`src/rtl/fixed_point_multiplier_node_pkg.sv`:
```
// kpn_fixed_pkg: shared definitions for the KPN fixed-point node library.
// Holds the node FSM state encoding, default Q-format constants and helpers
// returning the representable max/min of a signed WIDTH-bit token.
package kpn_fixed_pkg;

  localparam int unsigned DEF_WIDTH = 16;
  localparam int unsigned DEF_FRAC  = 8;

  typedef enum logic [2:0] {
    ST_IDLE,
    ST_READ,
    ST_LATCH,
    ST_MUL,
    ST_RND,
    ST_HOLD,
    ST_WRITE
  } state_t;

  function automatic longint q_max(input int unsigned w);
    return (longint'(1) <<< (w - 1)) - longint'(1);
  endfunction

  function automatic longint q_min(input int unsigned w);
    return -(longint'(1) <<< (w - 1));
  endfunction

endpackage

```
`src/rtl/fixed_point_multiplier_node_if.sv`:
```
// Blocking-FIFO handshake bundle of the multiplier node.
//   entry_1/entry_2 : operand tokens from input FIFOs (valid the cycle after rd)
//   empty_1/empty_2 : input FIFO empty flags
//   full            : output FIFO full flag
//   rd              : pop strobe to both input FIFOs
//   wr              : push strobe to the output FIFO
//   output_1, ovf   : result token and its overflow flag
// master = node side, slave = FIFO side.
interface fixed_point_multiplier_node_if
  import kpn_fixed_pkg::*;
#(
  parameter int unsigned WIDTH = DEF_WIDTH
) ();

  logic [WIDTH-1:0] entry_1;
  logic [WIDTH-1:0] entry_2;
  logic             empty_1;
  logic             empty_2;
  logic             full;
  logic             rd;
  logic             wr;
  logic [WIDTH-1:0] output_1;
  logic             ovf;

  modport master (
    input  entry_1, entry_2, empty_1, empty_2, full,
    output rd, wr, output_1, ovf
  );

  modport slave (
    output entry_1, entry_2, empty_1, empty_2, full,
    input  rd, wr, output_1, ovf
  );

endinterface

```
`src/rtl/fixed_point_multiplier_node_round_sat.sv`:
```
// fixed_point_round_sat: combinational renormalisation of a 2*WIDTH signed
// product back to Q(WIDTH-FRAC).FRAC.
//   i_product : full-width signed product
//   o_result  : WIDTH-bit result (rounded half up or truncated, then
//               saturated or wrapped)
//   o_ovf     : shifted value fell outside the WIDTH-bit signed range
module fixed_point_round_sat
  import kpn_fixed_pkg::*;
#(
  parameter int unsigned WIDTH = DEF_WIDTH,
  parameter int unsigned FRAC  = DEF_FRAC,
  parameter bit          ROUND = 1'b1,
  parameter bit          SAT   = 1'b1
) (
  input  logic signed [2*WIDTH-1:0] i_product,
  output logic        [WIDTH-1:0]   o_result,
  output logic                      o_ovf
);

  localparam int unsigned EW = 2 * WIDTH + 1;

  localparam logic signed [EW-1:0] W_MAX = EW'(q_max(WIDTH));
  localparam logic signed [EW-1:0] W_MIN = EW'(q_min(WIDTH));
  localparam logic signed [EW-1:0] HALF  = ROUND ? (EW'(1) << (FRAC - 1)) : '0;

  logic signed [EW-1:0] w_ext;
  logic signed [EW-1:0] w_shift;
  logic                 w_hi;
  logic                 w_lo;

  // One extra bit keeps the rounding add from overflowing for any product.
  always_comb begin
    w_ext    = {i_product[2*WIDTH-1], i_product} + HALF;
    w_shift  = w_ext >>> FRAC;
    w_hi     = (w_shift > W_MAX);
    w_lo     = (w_shift < W_MIN);
    o_ovf    = w_hi | w_lo;
    o_result = w_shift[WIDTH-1:0];
    if (SAT && w_hi) begin
      o_result = W_MAX[WIDTH-1:0];
    end else if (SAT && w_lo) begin
      o_result = W_MIN[WIDTH-1:0];
    end
  end

endmodule

```
`src/rtl/fixed_point_multiplier_node.sv`:
```
// fixed_point_multiplier_node: KPN process node multiplying one token from
// each of two input FIFOs and writing the renormalised product to an output
// FIFO. One token in flight; rd-to-wr latency 4 cycles without back-pressure.
//   clk   : clock, all state on rising edge
//   reset : synchronous, active-high
//   bus   : FIFO handshake (master modport)
module fixed_point_multiplier_node
  import kpn_fixed_pkg::*;
#(
  parameter int unsigned WIDTH = DEF_WIDTH,
  parameter int unsigned FRAC  = DEF_FRAC,
  parameter bit          ROUND = 1'b1,
  parameter bit          SAT   = 1'b1
) (
  input  logic                         clk,
  input  logic                         reset,
  fixed_point_multiplier_node_if.master bus
);

  state_t                    r_state;
  logic signed [WIDTH-1:0]   r_a;
  logic signed [WIDTH-1:0]   r_b;
  logic signed [2*WIDTH-1:0] r_prod;
  logic        [WIDTH-1:0]   r_out;
  logic                      r_ovf;
  logic                      r_rd;
  logic                      r_wr;

  logic        [WIDTH-1:0]   w_res;
  logic                      w_ovf;

  fixed_point_round_sat #(
    .WIDTH (WIDTH),
    .FRAC  (FRAC),
    .ROUND (ROUND),
    .SAT   (SAT)
  ) u_round_sat (
    .i_product (r_prod),
    .o_result  (w_res),
    .o_ovf     (w_ovf)
  );

  // Strobes are registered: they are set on the transition into READ/WRITE
  // so they are high exactly while the FSM sits in that state.
  always_ff @(posedge clk) begin
    if (reset) begin
      r_state <= ST_IDLE;
      r_a     <= '0;
      r_b     <= '0;
      r_prod  <= '0;
      r_out   <= '0;
      r_ovf   <= 1'b0;
      r_rd    <= 1'b0;
      r_wr    <= 1'b0;
    end else begin
      r_rd <= 1'b0;
      r_wr <= 1'b0;
      case (r_state)
        ST_IDLE: begin
          if (!bus.empty_1 && !bus.empty_2) begin
            r_state <= ST_READ;
            r_rd    <= 1'b1;
          end
        end
        ST_READ: begin
          r_state <= ST_LATCH;
        end
        ST_LATCH: begin
          r_a     <= bus.entry_1;
          r_b     <= bus.entry_2;
          r_state <= ST_MUL;
        end
        ST_MUL: begin
          r_prod  <= r_a * r_b;
          r_state <= ST_RND;
        end
        ST_RND: begin
          r_out <= w_res;
          r_ovf <= w_ovf;
          if (!bus.full) begin
            r_state <= ST_WRITE;
            r_wr    <= 1'b1;
          end else begin
            r_state <= ST_HOLD;
          end
        end
        ST_HOLD: begin
          if (!bus.full) begin
            r_state <= ST_WRITE;
            r_wr    <= 1'b1;
          end
        end
        ST_WRITE: begin
          r_state <= ST_IDLE;
        end
        default: begin
          r_state <= ST_IDLE;
        end
      endcase
    end
  end

  assign bus.rd       = r_rd;
  assign bus.wr       = r_wr;
  assign bus.output_1 = r_out;
  assign bus.ovf      = r_ovf;

endmodule

```
`src/flat_wrapper.sv`:
```
// flat-port wrapper written by rule: the top's interface ports become plain ports
module fixed_point_multiplier_node_flat import kpn_fixed_pkg::*;
#(
  parameter int unsigned WIDTH = DEF_WIDTH,
  parameter int unsigned FRAC  = DEF_FRAC,
  parameter bit          ROUND = 1'b1,
  parameter bit          SAT   = 1'b1
)
  (clk, reset, bus_entry_1, bus_entry_2, bus_empty_1, bus_empty_2, bus_full, bus_rd, bus_wr, bus_output_1, bus_ovf);
  fixed_point_multiplier_node_if #(.WIDTH(WIDTH)) bus_i ();
  input  logic clk;
  input  logic reset;
  input wire logic [$bits(bus_i.entry_1)-1:0] bus_entry_1;
  input wire logic [$bits(bus_i.entry_2)-1:0] bus_entry_2;
  input wire logic [$bits(bus_i.empty_1)-1:0] bus_empty_1;
  input wire logic [$bits(bus_i.empty_2)-1:0] bus_empty_2;
  input wire logic [$bits(bus_i.full)-1:0] bus_full;
  output wire logic [$bits(bus_i.rd)-1:0] bus_rd;
  output wire logic [$bits(bus_i.wr)-1:0] bus_wr;
  output wire logic [$bits(bus_i.output_1)-1:0] bus_output_1;
  output wire logic [$bits(bus_i.ovf)-1:0] bus_ovf;
  assign bus_i.entry_1 = bus_entry_1;
  assign bus_i.entry_2 = bus_entry_2;
  assign bus_i.empty_1 = bus_empty_1;
  assign bus_i.empty_2 = bus_empty_2;
  assign bus_i.full = bus_full;
  assign bus_rd = bus_i.rd;
  assign bus_wr = bus_i.wr;
  assign bus_output_1 = bus_i.output_1;
  assign bus_ovf = bus_i.ovf;
  fixed_point_multiplier_node #(.WIDTH(WIDTH), .FRAC(FRAC), .ROUND(ROUND), .SAT(SAT)) u_core (.clk(clk), .reset(reset), .bus(bus_i));
endmodule
```
`config.mk`:
```
export PLATFORM = sky130hd
export DESIGN_NAME = fixed_point_multiplier_node_flat
export DESIGN_NICKNAME = d
export VERILOG_FILES = /design/src/rtl/fixed_point_multiplier_node_pkg.sv /design/src/rtl/fixed_point_multiplier_node_if.sv /design/src/rtl/fixed_point_multiplier_node_round_sat.sv /design/src/rtl/fixed_point_multiplier_node.sv /design/src/flat_wrapper.sv
export SDC_FILE = /design/constraint.sdc
export NUM_CORES = 1
export LEC_CHECK = 0
export ABC_AREA = 1
export CORE_MARGIN = 8
export CORE_UTILIZATION = 60
export DETAILED_ROUTE_END_ITERATION = 16
export PLACE_DENSITY = 0.77
export SYNTH_ARGS = -nofsm -noshare
export SYNTH_HDL_FRONTEND = slang
export SYNTH_SLANG_ARGS = --single-unit
```
`constraint.sdc`:
```
create_clock -name clk -period 8.26 [get_ports clk]
set_input_delay 1.652 -clock clk [delete_from_list [all_inputs] [get_ports clk]]
set_output_delay 1.652 -clock clk [all_outputs]
set_load 0.1 [all_outputs]
```
After elaboration in Yosys (flattened, before gate mapping)
Cells that the tools add are included.
- bitwise logic cells: 3
- order comparisons: 2
- $mul: 1
- mux-type cells: 8
- equality and inequality tests: 7
- $add $sub $neg: 1
- reductions and logical operators: 8
- operator list (kind ; number):
    $add A32 B9 Y33 const B ; 1
    $mul A16 B16 Y32 ; 1
    $mux W16 ; 2
    $gt A25 B16 Y1 const B ; 1
    $lt A25 B16 Y1 const B ; 1
    $pmux W3 S6 ; 1
    $eq A3 B2 Y1 const B ; 2
    $eq A3 B3 Y1 const B ; 2
    $mux W3 ; 2
    $reduce_or A2 Y1 ; 3
    $eq A3 B1 Y1 const B ; 1
    $logic_not A3 Y1 ; 1
    $logic_not A1 Y1 ; 2
    $mux W1 ; 2
    $mux W2 ; 1
    $ne A2 B1 Y1 const B ; 1
    $ne A2 B2 Y1 const B ; 1
    $not A1 Y1 ; 2
    $reduce_and A2 Y1 ; 1
    $logic_and A1 B1 Y1 ; 1
    $or A1 B1 Y1 ; 1
- register bits: 86
- input port bits: 37

Longest topological paths before layout
- depth in word-level cells: 4
- gate-level depth with buffers: 30

Hierarchy
Synthesis repeated with hierarchy kept, for this count alone.
- cell total of the unflattened synthesis: 2134
- area total of the unflattened synthesis: 15045.7 sq um
- by module, submodules not included (module ; cells an instance ; area an instance (sq um) ; times used):
    fixed_point_multiplier_node ; 1937 ; 14116.0 ; 1
    fixed_point_round_sat ; 197 ; 929.6 ; 1

Worst setup path before layout
Ideal clock, no wire load.
- path kind: register -> register
- from: register u_core.r_a[15]
- to: register u_core.r_prod[26]
- period minus slack after synthesis: 5.843 ns
- data required time: 8.151 ns
- arrival time: 5.734 ns
- slack: 2.417 ns
- library setup time: 0.109 ns
- cell stages (with the launch flop): 25
- cell sequence: dfxtp_1 -> clkbuf_1 -> clkbuf_1 -> nand2_1 -> inv_1 -> fa_1 -> inv_1 -> fa_1 -> inv_1 -> fa_1 -> fa_1 -> fa_1 -> inv_1 -> fa_1 -> inv_1 -> ha_1 -> a21oi_1 -> a21boi_0 -> o21ai_0 -> a21oi_1 -> a21oi_1 -> nor2_1 -> nand2_1 -> nand2_1 -> inv_1
- cells in the longest elaborated chain, start to end: 1
- ends and longest elaborated chain (what ; line ; text):
    from (decl) ; fixed_point_multiplier_node.sv:21 ; logic signed [WIDTH-1:0] r_a;
    from (signal assigned) ; fixed_point_multiplier_node.sv:69 ; r_a <= bus.entry_1;
    $mul A16 B16 Y32 ; fixed_point_multiplier_node.sv:74 ; r_prod <= r_a * r_b;
    to (signal assigned) ; fixed_point_multiplier_node.sv:74 ;
    to (decl) ; fixed_point_multiplier_node.sv:23 ; logic signed [2*WIDTH-1:0] r_prod;
No other way between the ends.
A chain may end at the register's enable or synchronous reset.

Final worst setup path
- from: register u_core.r_b[1]
- to: register u_core.r_prod[31]
- cells in the longest elaborated chain, start to end: 1
- ends and longest elaborated chain (what ; line ; text):
    from (decl) ; fixed_point_multiplier_node.sv:22 ; logic signed [WIDTH-1:0] r_b;
    from (signal assigned) ; fixed_point_multiplier_node.sv:70 ; r_b <= bus.entry_2;
    $mul A16 B16 Y32 ; fixed_point_multiplier_node.sv:74 ;
No other way between the ends.

==> flow_summary.html <==
<table>
<tr><th>Metric</th><th>Value</th></tr>
<tr><th colspan="2">Status</th></tr>
<tr><td>Run status</td><td>finished clean</td></tr>
<tr><th colspan="2">Floorplan</th></tr>
<tr><td>Die X-Extent</td><td>about 170 um</td></tr>
<tr><td>Vertical die dimension</td><td>about 170 um</td></tr>
<tr><td>Area enclosed by the die boundary</td><td>between 20,000 and 30,000 sq um</td></tr>
<tr><td>Core outline area</td><td>around 23,000 sq um</td></tr>
<tr><td>IO Count</td><td>between 50 and 60</td></tr>
<tr><td>Placement Rows</td><td>between 50 and 60</td></tr>
<tr><td>Initial standard-cell utilization of the core</td><td>60.9%</td></tr>
<tr><th colspan="2">STA</th></tr>
<tr><td>Final setup violation count</td><td>0</td></tr>
<tr><td>RSZ-0062 raised after global routing</td><td>no</td></tr>
<tr><td>FMAX</td><td>0.151 GHz</td></tr>
<tr><td>Worst clock skew</td><td>~0.014 ns</td></tr>
<tr><td>Max-slew headroom at the worst pin</td><td>31.3%</td></tr>
<tr><td>Least setup slack across all paths after layout</td><td>1.66 ns</td></tr>
<tr><td>Fraction of the cycle the final worst path needs</td><td>79.9%</td></tr>
<tr><td>Hold Violations, Final</td><td>0</td></tr>
<tr><td>Worst Tran Pin Value</td><td>about 1.0 ns</td></tr>
<tr><td>Final setup TNS</td><td>0 ns</td></tr>
<tr><td>Fin crit period</td><td>about 6.6 ns</td></tr>
<tr><td>Final number of max-transition violations</td><td>0</td></tr>
<tr><td>Final Hold Slack</td><td>about 0.47 ns</td></tr>
<tr><th colspan="2">CTS</th></tr>
<tr><td>Post-cts gate resize count</td><td>0</td></tr>
<tr><td>Maximum clock path buffer count</td><td>2</td></tr>
<tr><td>Root buffer cell</td><td>sky130_fd_sc_hd__clkbuf_16</td></tr>
<tr><td>Number of buffers inserted during clock tree synthesis</td><td>9</td></tr>
<tr><td>Clock slew at reported path FFs</td><td>~0.070 ns</td></tr>
<tr><td>Post-CTS Setup Bufs</td><td>0</td></tr>
<tr><td>Max H-tree Level</td><td>3</td></tr>
<tr><td>CTS tree</td><td>done</td></tr>
<tr><td>Insertion delay of the later-clocked pin in the worst-skew pair</td><td>0.35 ns</td></tr>
<tr><td>Clock sink count</td><td>a little under 80</td></tr>
<tr><td>Number of buffers added to fix hold violations after cts</td><td>0</td></tr>
<tr><th colspan="2">Placement</th></tr>
<tr><td>HPWL reported at the end of detailed placement</td><td>31,300 um</td></tr>
<tr><td>I/O Buffers</td><td>55</td></tr>
<tr><td>Pre-CTS setup slack</td><td>1.73 ns</td></tr>
<tr><td>GP Congestion</td><td>slightly above 0.9</td></tr>
<tr><th colspan="2">Flow run</th></tr>
<tr><td>Count of max-cap constraint violations</td><td>0</td></tr>
<tr><th colspan="2">Finish</th></tr>
<tr><td>Layout cells sized above 1</td><td>around 2%</td></tr>
<tr><td>Most common cell after layout, fill and taps aside</td><td>sky130_fd_sc_hd__inv_1</td></tr>
<tr><td>Post-Route Utilization</td><td>65.0%</td></tr>
<tr><td>Layout-stage area growth over the synthesis result</td><td>6.81%</td></tr>
<tr><td>Number of nets in the final layout</td><td>approximately 2,300</td></tr>
<tr><td>Top library cells by usage in the layout, fill and taps aside</td><td>sky130_fd_sc_hd__inv_1, sky130_fd_sc_hd__nand2_1, sky130_fd_sc_hd__fa_1, sky130_fd_sc_hd__a21oi_1, sky130_fd_sc_hd__nor2_1</td></tr>
<tr><td>N_diodes</td><td>0</td></tr>
<tr><th colspan="2">GRT</th></tr>
<tr><td>Global-route usage over all layers</td><td>27.6%</td></tr>
<tr><td>Initial antenna violation count</td><td>0</td></tr>
<tr><td>First-pass GRT wire length</td><td>about 63,000 um</td></tr>
<tr><td>Aggregate global routing overflow</td><td>0</td></tr>
<tr><td>Via count of the first global-routing pass</td><td>12,400</td></tr>
<tr><td>Maximum number of pins on one net before global-route repair</td><td>65</td></tr>
<tr><th colspan="2">Power and ir drop</th></tr>
<tr><td>Pleak</td><td>8.28 nW</td></tr>
<tr><td>VDD IR-drop max</td><td>approximately 0.072 mV</td></tr>
<tr><td>Pwr/cell area</td><td>82.4 nW/um^2</td></tr>
<tr><td>Total power draw</td><td>approximately 1.3 mW</td></tr>
<tr><th colspan="2">Synthesis</th></tr>
<tr><td>Sequential share of the synthesized area</td><td>11.1%</td></tr>
<tr><td>Number of synthesized flops with an enable pin</td><td>0</td></tr>
<tr><td>Syn_nets</td><td>approximately 2,300</td></tr>
<tr><td>Share of flip-flops with an asynchronous set or reset after synthesis</td><td>0%</td></tr>
<tr><td>Warnings from Yosys</td><td>0</td></tr>
<tr><td>#FFs+latches synth</td><td>slightly below 80</td></tr>
<tr><td>Avg Synthesized Cell Area</td><td>between 7 and 8 sq um</td></tr>
<tr><td>Post-synth cell types</td><td>between 40 and 50</td></tr>
<tr><td>Post-Syn Instances</td><td>1,946</td></tr>
<tr><td>Predominant post-synthesis flop cell</td><td>sky130_fd_sc_hd__dfxtp_1</td></tr>
<tr><td>Netlist Area Pre-Place</td><td>~14,000 sq um</td></tr>
<tr><th colspan="2">Worst setup path</th></tr>
<tr><td>Type of the worst setup path</td><td>reg -&gt; reg</td></tr>
<tr><td>Critical Path Slowest Stage Cell</td><td>sky130_fd_sc_hd__dfxtp_1</td></tr>
<tr><td>Element type at the critical path end</td><td>flop</td></tr>
<tr><td>Worst R2R Path Depth</td><td>22</td></tr>
<tr><td>Worst path bufs/invs</td><td>5</td></tr>
<tr><td>Kind of start point of the critical path</td><td>flop</td></tr>
<tr><td>Reg-to-reg slack, setup</td><td>between 1.5 and 2 ns</td></tr>
<tr><td>Startpoint of the worst setup timing path</td><td>u_core.r_b[1]$_SDFFE_PP0P_</td></tr>
<tr><td>CP top delay family</td><td>adder cells</td></tr>
<tr><td>Data required, critical path</td><td>~8.5 ns</td></tr>
<tr><td>Critical Path Max Stage Delay</td><td>0.78 ns</td></tr>
<tr><td>Cell-by-cell listing of the critical path</td><td>nand2_1 -&gt; inv_1 -&gt; fa_1 -&gt; inv_1 -&gt; fa_1 -&gt; inv_1 -&gt; fa_1 -&gt; fa_1 -&gt; fa_1 -&gt; inv_1 -&gt; fa_1 -&gt; inv_1 -&gt; ha_1 -&gt; a21oi_1 -&gt; o21ai_0 -&gt; a21oi_1 -&gt; nor2_1 -&gt; nor2_1 -&gt; nand2_1 -&gt; nand2_1 -&gt; nand2_1 -&gt; a21oi_1</td></tr>
<tr><td>Maximum net fanout on the critical path</td><td>16</td></tr>
<tr><td>Arrival time of data at the critical path endpoint</td><td>between 6 and 7 ns</td></tr>
<tr><td>R2r endpoint</td><td>u_core.r_prod[31]$_SDFFE_PP0P_</td></tr>
<tr><td>Reg-to-Reg Start</td><td>u_core.r_b[1]$_SDFFE_PP0P_</td></tr>
<tr><td>Most frequent CP cell</td><td>sky130_fd_sc_hd__fa_1</td></tr>
<tr><th colspan="2">Min path</th></tr>
<tr><td>Tightest Hold Check Type</td><td>reg -&gt; reg</td></tr>
<tr><td>Worst Hold Launch</td><td>u_core.bus.output_1[15]$_SDFFE_PP0N_</td></tr>
<tr><td>Number of cells on the worst hold path</td><td>2</td></tr>
<tr><td>Sink of the worst hold path</td><td>u_core.bus.output_1[15]$_SDFFE_PP0N_</td></tr>
<tr><th colspan="2">Route</th></tr>
<tr><td>Via Count</td><td>around 12,000</td></tr>
<tr><td>DRC</td><td>0</td></tr>
<tr><td>Post-detailed-route count of antenna-violating nets</td><td>0</td></tr>
<tr><td>DRT iter0 DRCs</td><td>approximately 960</td></tr>
<tr><td>DRT Wirelength</td><td>37,700 um</td></tr>
<tr><td>TritonRoute pass-1 iters</td><td>5</td></tr>
<tr><td>Average wire per cell in the routed design</td><td>16.7 um</td></tr>
<tr><td>Vias per Instance</td><td>5.27</td></tr>
</table>
==> metal layers <==
layer / global-route usage, % / part of all wire [%] / vias to the layer above
li1: - / - / 5584
met1: 36.7 / 43 / 5781
met2: 46.6 / 48 / 448
met3: 3.04 / 6.9 / 79
met4: 8.73 / 2.5 / 0
met5: 0 / 0 / -
==> flip-flops by register name, summed over array words and instances, names as in the netlist <==
| signal | count |
|---|---|
| u_core.r_prod | 25 |
| u_core.bus.output_1 | 16 |
| u_core.r_a | 16 |
| u_core.r_b | 16 |
| u_core.r_state | 3 |
| u_core.bus.ovf | 1 |
| u_core.bus.rd | 1 |
| u_core.bus.wr | 1 |
==> how the worst max path moves through the flow <==
stage | slack, ns | to | depth (start not counted)
floorplan | 2.42 | u_core.r_prod[26]$_SDFFE_PP0P_ | 24
global placement | 1.85 | u_core.r_prod[25]$_SDFFE_PP0P_ | 22
detailed placement | 1.73 | u_core.r_prod[31]$_SDFFE_PP0P_ | 21
CTS | 1.72 | u_core.r_prod[31]$_SDFFE_PP0P_ | 22
global route | 1.22 | u_core.r_prod[30]$_SDFFE_PP0P_ | 23
finish | 1.66 | u_core.r_prod[31]$_SDFFE_PP0P_ | 22
==> through the flow <==
step           cell area [sq um]  cells
2_1_floorplan              14200   1946
3_3_place_gp               14900   2240
3_5_place_dp               14900   2240
4_1_cts                    15200   2256
5_1_grt                    15200   2256
6_report                   15200   2256
==> synthesized netlist by cell type (all sizes together) (2+ instances only) <==
cell type  number  area share, %
nor4            2          0.088
inv           583             15
a21o            9           0.48
xnor2          12           0.74
o21ai          97            3.4
nand4           5           0.22
o211ai          2           0.11
a31oi           5           0.22
clkbuf         81            2.2
nand3          48            1.8
buf             3           0.18
o21bai          3           0.16
nand2         432             11
nand3b          3           0.16
dfxtp          79             11
nor3           11           0.46
xor2           16           0.99
ha             80            7.0
fa            261             37
a21oi         106            3.8
nor2          100            2.7
==> area by class of cell <==
| cell class | instances | area (sq um) |
|---|---|---|
| Inverter | 583 | 2190 |
| Timing Repair Buffer | 59 | 581 |
| Fill cell | 2066 | 8160 |
| Clock buffer | 9 | 225 |
| Sequential cell | 79 | 1580 |
| Multi-Input combinational cell | 1200 | 10100 |
| Tap cell | 319 | 399 |
| Clock inverter | 7 | 85.1 |
==> power breakdown <==
group | switching [mW] | internal, mW
clock | 0.194 | 0.242
sequential | 0.0870 | 0.401
combinational | 0.203 | 0.124
total | 0.483 | 0.767
==> worst register-to-register path: cells and delay by family, from the launching register on <==
| kind | cells | cell delay [ns] |
|---|---|---|
| AOI/OAI and AO/OA | 4 | 0.81 |
| and+or+nand+nor | 6 | 0.61 |
| buffers and inverters | 5 | 0.97 |
| DFF | 1 | 0.78 |
| adders and majority gates | 7 | 3.36 |
==> logic make-up (layout without fill, tap and decap cells) <==
group | count (synthesis) | after routing | share of synthesized area, %
AO/OA/AOI/OAI | 228 | 228 | 8.59
XOR/XNOR | 28 | 28 | 1.73
adder cells (fa/ha/maj) | 341 | 341 | 43.8
buffers and inverters | 667 | 658 | 17.8
flip-flops | 79 | 79 | 11.1
AND/OR/NAND/NOR | 603 | 603 | 17.0
(Power assumes the default switching activity.)
